## src/rtl/condlogic_pkg.sv

```systemverilog
// Shared constants for the conditional-execution unit: condition codes,
// NZCV flag bit positions and FlagW request bit positions.
package condlogic_pkg;

  localparam logic [3:0] COND_EQ = 4'b0000;
  localparam logic [3:0] COND_NE = 4'b0001;
  localparam logic [3:0] COND_CS = 4'b0010;
  localparam logic [3:0] COND_CC = 4'b0011;
  localparam logic [3:0] COND_MI = 4'b0100;
  localparam logic [3:0] COND_PL = 4'b0101;
  localparam logic [3:0] COND_VS = 4'b0110;
  localparam logic [3:0] COND_VC = 4'b0111;
  localparam logic [3:0] COND_HI = 4'b1000;
  localparam logic [3:0] COND_LS = 4'b1001;
  localparam logic [3:0] COND_GE = 4'b1010;
  localparam logic [3:0] COND_LT = 4'b1011;
  localparam logic [3:0] COND_GT = 4'b1100;
  localparam logic [3:0] COND_LE = 4'b1101;
  localparam logic [3:0] COND_AL = 4'b1110;
  localparam logic [3:0] COND_NV = 4'b1111;

  localparam int FLAG_N = 3;
  localparam int FLAG_Z = 2;
  localparam int FLAG_C = 1;
  localparam int FLAG_V = 0;

  localparam int FLAGW_NZ = 1;
  localparam int FLAGW_CV = 0;

endpackage

```

## src/rtl/condlogic_condcheck.sv

```systemverilog
// condcheck: purely combinational evaluation of the 4-bit condition field
// against the current NZCV flags.
module condcheck
  import condlogic_pkg::*;
(
  input  logic [3:0] Cond,
  input  logic [3:0] Flags,
  output logic       CondPass
);

  logic n, z, c, v;

  assign n = Flags[FLAG_N];
  assign z = Flags[FLAG_Z];
  assign c = Flags[FLAG_C];
  assign v = Flags[FLAG_V];

  always_comb begin
    CondPass = 1'b0;
    unique case (Cond)
      COND_EQ: CondPass = z;
      COND_NE: CondPass = !z;
      COND_CS: CondPass = c;
      COND_CC: CondPass = !c;
      COND_MI: CondPass = n;
      COND_PL: CondPass = !n;
      COND_VS: CondPass = v;
      COND_VC: CondPass = !v;
      COND_HI: CondPass = c && !z;
      COND_LS: CondPass = !c || z;
      COND_GE: CondPass = (n == v);
      COND_LT: CondPass = (n != v);
      COND_GT: CondPass = !z && (n == v);
      COND_LE: CondPass = z || (n != v);
      COND_AL: CondPass = 1'b1;
      COND_NV: CondPass = 1'b0;  // never-execute, no trap
      default: CondPass = 1'b0;
    endcase
  end

endmodule

```

## src/rtl/condlogic.sv

```systemverilog
// condlogic: NZCV flag register, latched condition result and write-strobe gating.
// Optional macro CONDLOGIC_SHADOW_EN adds a shadow flag register with save/restore.
module condlogic
  import condlogic_pkg::*;
(
  input  logic       clk,
  input  logic       reset,
  input  logic [3:0] Cond,
  input  logic [3:0] ALUFlags,
  input  logic [1:0] FlagW,
  input  logic       LatchCond,
  input  logic       PCS,
  input  logic       NextPC,
  input  logic       RegW,
  input  logic       MemW,
`ifdef CONDLOGIC_SHADOW_EN
  input  logic       FlagSave,
  input  logic       FlagRestore,
`endif
  output logic       PCWrite,
  output logic       RegWrite,
  output logic       MemWrite,
  output logic [3:0] Flags,
  output logic       CondEx
);

  logic       cond_pass;
  logic [3:0] flags_next;

  condcheck u_condcheck (
    .Cond     (Cond),
    .Flags    (Flags),
    .CondPass (cond_pass)
  );

`ifdef CONDLOGIC_SHADOW_EN
  logic [3:0] shadow;

  always_ff @(posedge clk or negedge reset) begin
    if (!reset) shadow <= 4'b0000;
    else if (FlagSave) shadow <= Flags;
  end
`endif

  // Flag write gate uses the pre-edge CondEx, so a same-edge re-latch has no effect on it.
  always_comb begin
    flags_next = Flags;
    if (FlagW[FLAGW_NZ] && CondEx)
      flags_next[FLAG_N:FLAG_Z] = ALUFlags[FLAG_N:FLAG_Z];
    if (FlagW[FLAGW_CV] && CondEx)
      flags_next[FLAG_C:FLAG_V] = ALUFlags[FLAG_C:FLAG_V];
`ifdef CONDLOGIC_SHADOW_EN
    if (FlagRestore) flags_next = shadow;
`endif
  end

  always_ff @(posedge clk or negedge reset) begin
    if (!reset) begin
      Flags  <= 4'b0000;
      CondEx <= 1'b0;
    end else begin
      Flags <= flags_next;
      if (LatchCond) CondEx <= cond_pass;
    end
  end

  assign PCWrite  = (PCS && CondEx) || NextPC;
  assign RegWrite = RegW && CondEx;
  assign MemWrite = MemW && CondEx;

endmodule

```

## config.mk

```make
export PLATFORM = sky130hd
export DESIGN_NAME = condlogic
export DESIGN_NICKNAME = d
export VERILOG_FILES = /design/src/rtl/condlogic_pkg.sv /design/src/rtl/condlogic_condcheck.sv /design/src/rtl/condlogic.sv
export SDC_FILE = /design/constraint.sdc
export NUM_CORES = 1
export LEC_CHECK = 0
export BUFFER_PORTS_ARGS = -buffer_cell sky130_fd_sc_hd__buf_4
export CAP_MARGIN = 20
export CORE_AREA = 2 2 39 41
export DETAILED_ROUTE_END_ITERATION = 12
export DIE_AREA = 0 0 41 43
export PLACE_DENSITY = 0.57
export SYNTH_ARGS = -nofsm -noshare
export SYNTH_HDL_FRONTEND = slang
export SYNTH_SLANG_ARGS = --single-unit
```

## constraint.sdc

```tcl
create_clock -name clk -period 1.47 [get_ports clk]
set_clock_uncertainty 0.2 [all_clocks]
set_input_delay 0.2205 -clock clk [delete_from_list [all_inputs] [get_ports clk]]
set_output_delay 0.2205 -clock clk [all_outputs]
set_load 0.01 [all_outputs]
```

==> results of run 1 <==
-- per-stage QoR --
| step | cells | area, µm² | hold slack (ns) | setup TNS [ns] | total power [mW] |
|---|---|---|---|---|---|
| after floorplan | 32 | 322.8 | -0.2751 | 0 | 0.5006 |
| after global routing | 77 | 574.3 | 0.01814 | -0.007115 | 0.9574 |
| final | 77 | 574.3 | 0.01391 | 0 | 0.8930 |
| after global placement | 72 | 523.0 | -0.1727 | 0 | 0.7089 |
| after detailed placement | 72 | 523.0 | -0.1728 | 0 | 0.7088 |
| after CTS | 77 | 559.3 | 0.008359 | 0 | 0.8751 |
-- cell usage in the layout, fill, tap and decap left out, drive strengths merged, types with 2 or more instances in the layout --
cell     n
a31oi    2
and2     2
buf     24
clkbuf   4
dfrtp    5
mux2     4
mux2i    2
nand2    4
-- layout make-up --
cell class / instances / area (µm²)
inverter: 1 / 3.754
sequential: 5 / 126.4
timing repair buffer: 25 / 190.2
tap: 16 / 20.02
fill: 138 / 809.5
clock buffer: 4 / 26.28
multi-input combinational: 26 / 207.7
-- synthesized netlist by cell type (all sizes together) --
cell type / n / area share (%)
o211ai: 1 / 2.3
a311o: 1 / 3.1
mux2: 4 / 14
and2b: 1 / 2.3
nand3: 1 / 1.5
dfrtp: 5 / 39
inv: 1 / 1.2
mux2i: 2 / 6.2
nor4b: 1 / 2.7
a21boi: 1 / 2.3
a31oi: 2 / 3.9
and2: 2 / 3.9
xnor2: 1 / 2.7
or2b: 1 / 2.3
nor2: 1 / 1.2
a22o: 1 / 2.7
a21o: 1 / 2.3
nor2b: 1 / 1.9
nand2: 4 / 4.6
-- worst paths after layout --
path                                        end  slack (ns)  cells after the start
min                        Flags[0]$_DFFE_PN0P_        0.01                      2
max reg2reg                  CondEx$_DFFE_PN0P_        0.05                      4
max in group asynchronous  Flags[0]$_DFFE_PN0P_        0.83                      2
min reg2reg                Flags[1]$_DFFE_PN0P_        0.38                      1
max                          CondEx$_DFFE_PN0P_        0.05                      4
min in group asynchronous  Flags[0]$_DFFE_PN0P_        0.12                      2
-- cells by family after synthesis --
group / Yosys count / share of synthesized area (%)
multiplexers: 6 / 20.15
XOR/XNOR: 1 / 2.714
flip-flops: 5 / 38.76
AO/OA/AOI/OAI: 7 / 16.67
buffers and inverters: 1 / 1.162
AND/OR/NAND/NOR: 12 / 20.54
-- state kept, by name (all words and copies together), names as in the netlist --
register	flops
Flags	4
CondEx	1
-- power breakdown --
| part | internal [mW] | leakage [nW] | switching, mW |
|---|---|---|---|
| registers | 0.208 | 0.0579 | 0.0941 |
| logic | 0.271 | 0.210 | 0.163 |
| clock network | 0.103 | 0.0150 | 0.0545 |
-- timing repair --
item	in CTS	in global routing
hold buffers	1	0
endpoints found under the setup margin	0	2
resized for setup	0	3
endpoints found under the hold margin	5	0
-- per-layer routing --
layer | up-vias | part of all wire (%) | wire length [µm] | track usage, %
met3 | 2 | 5.6 | 45 | 3.141
met2 | 13 | 55 | 440 | 18.44
met1 | 163 | 38 | 309 | 11.84
li1 | 177 | - | - | -
met5 | - | 0 | 0 | 0
met4 | 0 | 1.5 | 12 | 8.000
==> reports/qor.yml, run 1 <==
cts:
  path_clk_slew_ns: 0.04
  cts_tree: "yes"
  cts_root_buf: "clkbuf_4"
  cts_buffers: 3
  h-tree-depth: 1
  cts_setup_buffers: 0
  cts_max_path_buffers: 2
  clk_latency_ns: 0.24
  cts.sinks: 5
cells_and_area:
  area_delta_synth_final_pct: 77.91
  num-nets-final: 79
  diodes: 0
  fin_util_pct: 41.50
  drive_above_1_share_pct: 55.74
grt:
  grt_pass1_wl_mm: 1.345
  grtUsageTotal_pct: 11.43
  grt-ovfl-total: 0
  grt_max_degree: 8
  antenna_found_initial: 0
  grt_pass1_vias: 354
setup_path:
  r2r_start: "Flags[3]$_DFFE_PN0P_"
  worstPathArrival_ns: 1.38
  crit_chain: "mux2i_1, a22o_1, a311o_1, o211ai_1"
  cpLargestDelayFamily: "compound AO/OA/AOI/OAI gates"
  start_kind: "register"
  end_kind: "register"
  crit_slowest_cell: "dfrtp_1"
  required_ns: 1.43
  cp_max_fo: 4
  max_stage_delay_ns: 0.41
  cp-startpoint: "Flags[3]$_DFFE_PN0P_"
  critPathKind: "register to register"
  cp_num_buf_inv: 0
synth:
  ys_ff_latch: 5
  syn-cell-area_um2: 322.8
  syn_inst: 32
  ys_seq_area_share_pct: 38.76
  ys_warn_count: 0
  avgSynthCellArea_um2: 10.09
  synth_cell_types: 19
  syn_nets: 49
route:
  via_per_inst: 4.610
  totalWireLength_um: 807
  wl_per_cell_um: 10.48
  vias: 355
  drt_iter0_drc: 2
  remaining_drc_errors: 0
  ant_nets: 0
  drt_first_pass_iters: 2
pwr:
  vdd_ir_drop_max_mv: 0.7814
  leakage_nw: 0.2827
  p_per_area_mw_per_mm2: 1555
timing:
  slew_headroom_pct: 84.31
  hold_viol: 0
  period_needed_ns: 1.423
  tightestPinTransition_ns: 0.2332
  final_max_slew_viol_count: 0
  setup_ws_ns: 0.04668
  finalSetupViolations: 0
  fin_crit_sh_pct: 96.82
  rsz0062_at_grt: "yes"
  fmax_mhz: 702.6
floorplan:
  die_w_um: 41
  initial_core_util_pct: 23.33
  pin_count: 25
  row_count: 14
  die-height_um: 43
  dieArea_mm2: 0.001763
  core_area_mm2: 0.001384
placement:
  gp_congestion: 0.7613
  post-place-ws_ns: 0.03840
  io_buffers: 24
hold_path:
  hold_start: "ALUFlags[0]"
  hold_class: "input pin to register"
flow_run:
  cap_violations: 0
status:
  status: "completed"
No activity file was read; power rests on OpenSTA's default activity.
==> inputs of run 2 (changes only) <==
--- a/constraint.sdc
+++ b/constraint.sdc
@@ -4,2 +4,2 @@
 set_output_delay 0.2205 -clock clk [all_outputs]
-set_load 0.01 [all_outputs]
+set_load 0.1 [all_outputs]
==> run 2 against run 1 <==
The flow now finishes with violations (setup timing); first-iteration DRC count grew to 2.5 times the previous value; count of clock-buffer cells in the layout is the same; wire length grew 9.0%; critical path type is now register to output port; highest routed layer unchanged.
==> reports/qor.yml, run 2 (synthesis gave the netlist of run 1 again) <==
cells_and_area:
  diodes: 0
  top_register: "Flags"
  num-nets-final: 81
  largest_reg_flops: 4
  area_delta_synth_final_pct: 101.9
  drive_above_1_share_pct: 66.67
  final_common_cell: "buf_4"
  final_cell_mix: "22 x buf_4, 4 x dfrtp_4, 4 x nand2_1, 4 x mux2_2, 3 x clkbuf_4"
  reg.largest.list: "Flags (4), CondEx (1)"
route:
  via_per_inst: 4.418
  drt_iter0_drc: 5
  drt_first_pass_iters: 2
  remaining_drc_errors: 0
  ant_nets: 0
  vias: 349
  wl_per_cell_um: 11.14
  totalWireLength_um: 880
timing:
  final_max_slew_viol_count: 0
  tightestPinTransition_ns: 0.2571
  period_needed_ns: 1.472
  fmax_mhz: 679.2
  hold_viol: 0
  slew_headroom_pct: 82.70
  finalSetupViolations: 1
  whs_ns: 0.01130
  fin_crit_sh_pct: 100.2
  tns_ns: -0.002256
  rsz0062_at_grt: "yes"
  setup_ws_ns: -0.002256
hold_path:
  hold_class: "input pin to register"
  hold_start: "ALUFlags[1]"
  min_to: "Flags[1]$_DFFE_PN0P_"
  hold_depth: 2
setup_path:
  start_kind: "register"
  worstPathArrival_ns: 1.05
  cp_max_fo: 6
  r2r_slack_ns: -0.002
  r2r_start: "Flags[2]$_DFFE_PN0P_"
  cp_num_buf_inv: 1
  r2r-end: "CondEx$_DFFE_PN0P_"
  end_kind: "output port"
  critPathKind: "register to output port"
  crit_chain: "a21o_4, buf_12"
  r2r.worst_path.cells: 4
  cp.depth: 2
  max_stage_delay_ns: 0.43
  cpLargestDelayFamily: "flip-flops"
  crit_slowest_cell: "dfrtp_2"
  required_ns: 1.05
cts:
  clk_latency_ns: 0.24
  path_clk_slew_ns: 0.04
  cts_max_path_buffers: 2
  cts_tree: "yes"
  cts_root_buf: "clkbuf_4"
  cts.sinks: 5
  h-tree-depth: 1
  cts_buffers: 3
flow_run:
  cap_violations: 0
pwr:
  p_per_area_mw_per_mm2: 2450
  vdd_ir_drop_max_mv: 1.137
  power_frac_comb_pct: 68.4
  pwr-share-seq_pct: 21.9
  cell_internal_pwr_uw: 682.3
  p_sw_uw: 914.7
  leakage_nw: 0.3040
  p_sw_share_pct: 57.28
  clockPowerShare_pct: 9.7
floorplan:
  die_w_um: 41
  pin_count: 25
  die-height_um: 43
  core_area_mm2: 0.001384
  initial_core_util_pct: 23.33
  row_count: 14
  dieArea_mm2: 0.001763
grt:
  grt-ovfl-total: 0
  grt_pass1_vias: 291
  grtUsageTotal_pct: 10.62
  grt_max_degree: 8
  grt_pass1_wl_mm: 1.159
  antenna_found_initial: 0
placement:
  io_buffers: 24
  gp_congestion: 0.6438
  dp_hpwl_um: 690.6
status:
  status: "complete, but fails checks"
  violations: "setup timing"
[run 2: changes by cell type in the layout (fill, tap and decap cells not counted), moves of 2 or more]
cell     change
and2_4       +2
and2_1       -2
dfrtp_1      -4
dfrtp_4      +4
buf_4        -2
[run 2: metrics by stage]
step / std cells / utilization (%) / cell area [µm²] / power [mW] / setup slack (ns)
floorplan: 32 / - / 365.4 / 1.164 / -0.1277
global placement: 72 / 40.87 / 565.5 / 1.385 / 0.02858
detailed placement: 72 / 40.87 / 565.5 / 1.386 / 0.01196
CTS: 78 / 45.66 / 631.9 / 1.578 / -0.03008
global route: 79 / 47.11 / 651.9 / 1.664 / -0.04721
finish: 79 / 47.11 / 651.9 / 1.597 / -0.002256
[run 2: repair_timing]
action | 4_1_cts | 5_1_grt
resized for setup | 5 | 2
hold endpoints to repair | 6 | 0
setup endpoints to repair | 3 | 4
cloned | 0 | 0
hold buffers | 2 | 0
setup buffers | 0 | 1
[run 2: worst max-delay path by stage]
stage                               startpoint                  to
final                       CondEx$_DFFE_PN0P_             PCWrite
after global routing      Flags[2]$_DFFE_PN0P_  CondEx$_DFFE_PN0P_
after floorplan           Flags[3]$_DFFE_PN0P_  CondEx$_DFFE_PN0P_
after global placement    Flags[2]$_DFFE_PN0P_  CondEx$_DFFE_PN0P_
after CTS                   CondEx$_DFFE_PN0P_             PCWrite
after detailed placement  Flags[2]$_DFFE_PN0P_  CondEx$_DFFE_PN0P_
[run 2: layout make-up]
cell class	count	area, µm²
sequential	5	141.4
tap	16	20.02
timing repair buffer	27	231.5
clock buffer	4	26.28
inverter	1	3.754
fill	140	732.0
multi-input combinational	26	229.0
[run 2: power by group through the flow]
stage	sequential (mW)	combinational [mW]	clock (mW)
floorplan	0.826	0.338	0
global placement	0.344	1.04	0
detailed placement	0.347	1.04	0
CTS	0.346	1.07	0.166
global route	0.362	1.13	0.174
finish	0.350	1.09	0.156
[run 2: per-layer routing]
metal  global-route usage, %  part of all wire, %  routed length, µm  vias up
met4                   10.00                  1.1                 10        0
met3                   4.712                  6.9                 61        2
met5                       0                    0                  0        -
met1                   12.17                   44                384      157
met2                   13.75                   48                424       10
li1                        -                    -                  -      180
==> inputs of run 3 (changes only) <==
Settings changed: PLACE_DENSITY 0.57 to 0.59.
Clock period 1.47 ns to 1.2 ns, I/O delays scaled along.
==> run 3 against run 2 <==
The run still ends with setup timing left; wire length up 9.0%; combinational power up 67%; non-clock buffer count is 8 higher; sequential cell count stayed put; cell area grew 26%; critical path depth increased by 3; utilization is 12 points higher; sequential power is 24% higher; largest cell class unchanged; largest power group unchanged.
==> reports/qor.yml, run 3 (synthesis gave the netlist of run 1 again) <==
timing:
  fin_crit_sh_pct: 123.7
  finalSetupViolations: 11
  setup_ws_ns: -0.2845
  hold_viol: 0
  slew_headroom_pct: 84.61
  tightestPinTransition_ns: 0.2288
  final_max_slew_viol_count: 0
  fmax_mhz: 673.6
  period_needed_ns: 1.485
  rsz0062_at_grt: "yes"
pwr:
  cell_internal_pwr_mw: 1.238
  power_frac_comb_pct: 74.3
  pwr-share-seq_pct: 17.7
  p_sw_share_pct: 49.50
  leakage_nw: 0.3833
  p_per_area_mw_per_mm2: 2983
  clockPowerShare_pct: 8.0
  vdd_ir_drop_max_mv: 1.952
  p_sw_mw: 1.214
cts:
  clk_latency_ns: 0.24
  cts_tree: "yes"
  cts_max_path_buffers: 2
  h-tree-depth: 1
  cts_root_buf: "clkbuf_4"
  path_clk_slew_ns: 0.05
  cts.sinks: 5
  cts_buffers: 3
cells_and_area:
  reg.largest.list: "Flags (4), CondEx (1)"
  area_delta_synth_final_pct: 154.7
  fin_cells: 87
  fill_cells: 128
  diodes: 0
  largest_reg_flops: 4
  top_register: "Flags"
  drive_above_1_share_pct: 69.01
  final_cell_mix: "17 x buf_4, 8 x buf_12, 5 x dlygate4sd3_1, 5 x buf_6, 4 x dfrtp_4"
  stdcell_area_um2: 822.0
  num-nets-final: 89
  fin_util_pct: 59.40
  final_common_cell: "buf_4"
floorplan:
  dieArea_mm2: 0.001763
  core_area_mm2: 0.001384
  pin_count: 25
  die-height_um: 43
  row_count: 14
  initial_core_util_pct: 23.33
  die_w_um: 41
setup_path:
  critPathKind: "register to register"
  worstPathArrival_ns: 1.43
  r2r_start: "Flags[2]$_DFFE_PN0P_"
  r2r.worst_path.cells: 5
  r2r_slack_ns: -0.28
  start_kind: "register"
  r2r-end: "CondEx$_DFFE_PN0P_"
  cp_max_fo: 4
  end_kind: "register"
  required_ns: 1.15
placement:
  gp_congestion: 0.7221
  placed_cell_area_um2: 588.1
  io_buffers: 24
  placedCellCount: 75
route:
  drt_first_pass_iters: 1
  totalWireLength_um: 959
  ant_nets: 0
  wl_per_cell_um: 11.02
  vias: 382
  drt_iter0_drc: 0
  remaining_drc_errors: 0
  via_per_inst: 4.391
status:
  status: "complete, but fails checks"
  violations: "setup timing"
grt:
  grt_max_degree: 8
  grtUsageTotal_pct: 12.42
  grt-ovfl-total: 0
  grt_pass1_vias: 346
  grt_pass1_wl_mm: 1.462
  antenna_found_initial: 0
hold_path:
  hold_class: "input pin to register"
  hold_start: "LatchCond"
  hold_depth: 3
  min_to: "CondEx$_DFFE_PN0P_"
flow_run:
  cap_violations: 0
==> run 3: worst max-delay path by stage <==
stage | start | endpoint | slack [ns] | depth (start not counted)
3_5_place_dp | Flags[2]$_DFFE_PN0P_ | CondEx$_DFFE_PN0P_ | -0.29 | 4
5_1_grt | Flags[3]$_DFFE_PN0P_ | CondEx$_DFFE_PN0P_ | -0.34 | 4
6_report | Flags[2]$_DFFE_PN0P_ | CondEx$_DFFE_PN0P_ | -0.28 | 5
3_3_place_gp | Flags[2]$_DFFE_PN0P_ | CondEx$_DFFE_PN0P_ | -0.24 | 4
2_1_floorplan | Flags[3]$_DFFE_PN0P_ | CondEx$_DFFE_PN0P_ | -0.40 | 4
4_1_cts | Flags[2]$_DFFE_PN0P_ | CondEx$_DFFE_PN0P_ | -0.31 | 4
==> run 3: metrics by stage <==
stage | hold slack (ns) | setup slack (ns) | power, mW | TNS [ns]
2_1_floorplan | -0.3156 | -0.3977 | 1.426 | -2.337
3_3_place_gp | -0.2113 | -0.2422 | 1.746 | -0.3724
4_1_cts | 0.03811 | -0.3079 | 2.366 | -2.036
5_1_grt | 0.05087 | -0.3428 | 2.557 | -2.289
6_report | 0.03862 | -0.2845 | 2.452 | -1.858
3_5_place_dp | -0.2101 | -0.2945 | 1.750 | -0.4386
==> run 3: metal layers <==
layer | vias up | routed length, µm | track usage, %
met5 | - | 0 | 0
met4 | 0 | 0 | 6.000
met3 | 0 | 61 | 3.141
met2 | 10 | 495 | 18.13
met1 | 178 | 402 | 16.39
li1 | 194 | - | -
==> run 3: critical path: stages, from the launching register on <==
cell	delay (ns)
dfrtp_4	0.43
buf_6	0.11
mux2i_1	0.06
a22o_1	0.23
a311o_1	0.28
o211ai_1	0.09
==> run 3: area by class of cell <==
| type | count | area (µm²) | area share [%] |
|---|---|---|---|
| Clock buffer | 4 | 26.28 | 3.196 |
| Inverter | 1 | 3.754 | 0.4566 |
| Multi-Input combinational cell | 26 | 236.5 | 28.77 |
| Sequential cell | 5 | 141.4 | 17.20 |
| Tap cell | 16 | 20.02 | 2.435 |
| Timing Repair Buffer | 35 | 394.1 | 47.95 |
==> run 3: power by group through the flow <==
| stage | combinational, mW | sequential (mW) | clock (mW) |
|---|---|---|---|
| 6_report | 1.82 | 0.434 | 0.195 |
| 4_1_cts | 1.73 | 0.429 | 0.205 |
| 5_1_grt | 1.89 | 0.450 | 0.221 |
| 3_5_place_dp | 1.33 | 0.418 | 0 |
| 3_3_place_gp | 1.34 | 0.409 | 0 |
| 2_1_floorplan | 0.414 | 1.01 | 0 |
==> run 3: what timing repair did <==
action | 4_1_cts | 5_1_grt
setup endpoints to repair | 13 | 13
endpoints found under the hold margin | 9 | 0
setup buffers | 3 | 0
cloned | 0 | 0
pin swaps | 2 | 5
hold buffers | 5 | 0
resized for setup | 27 | 7
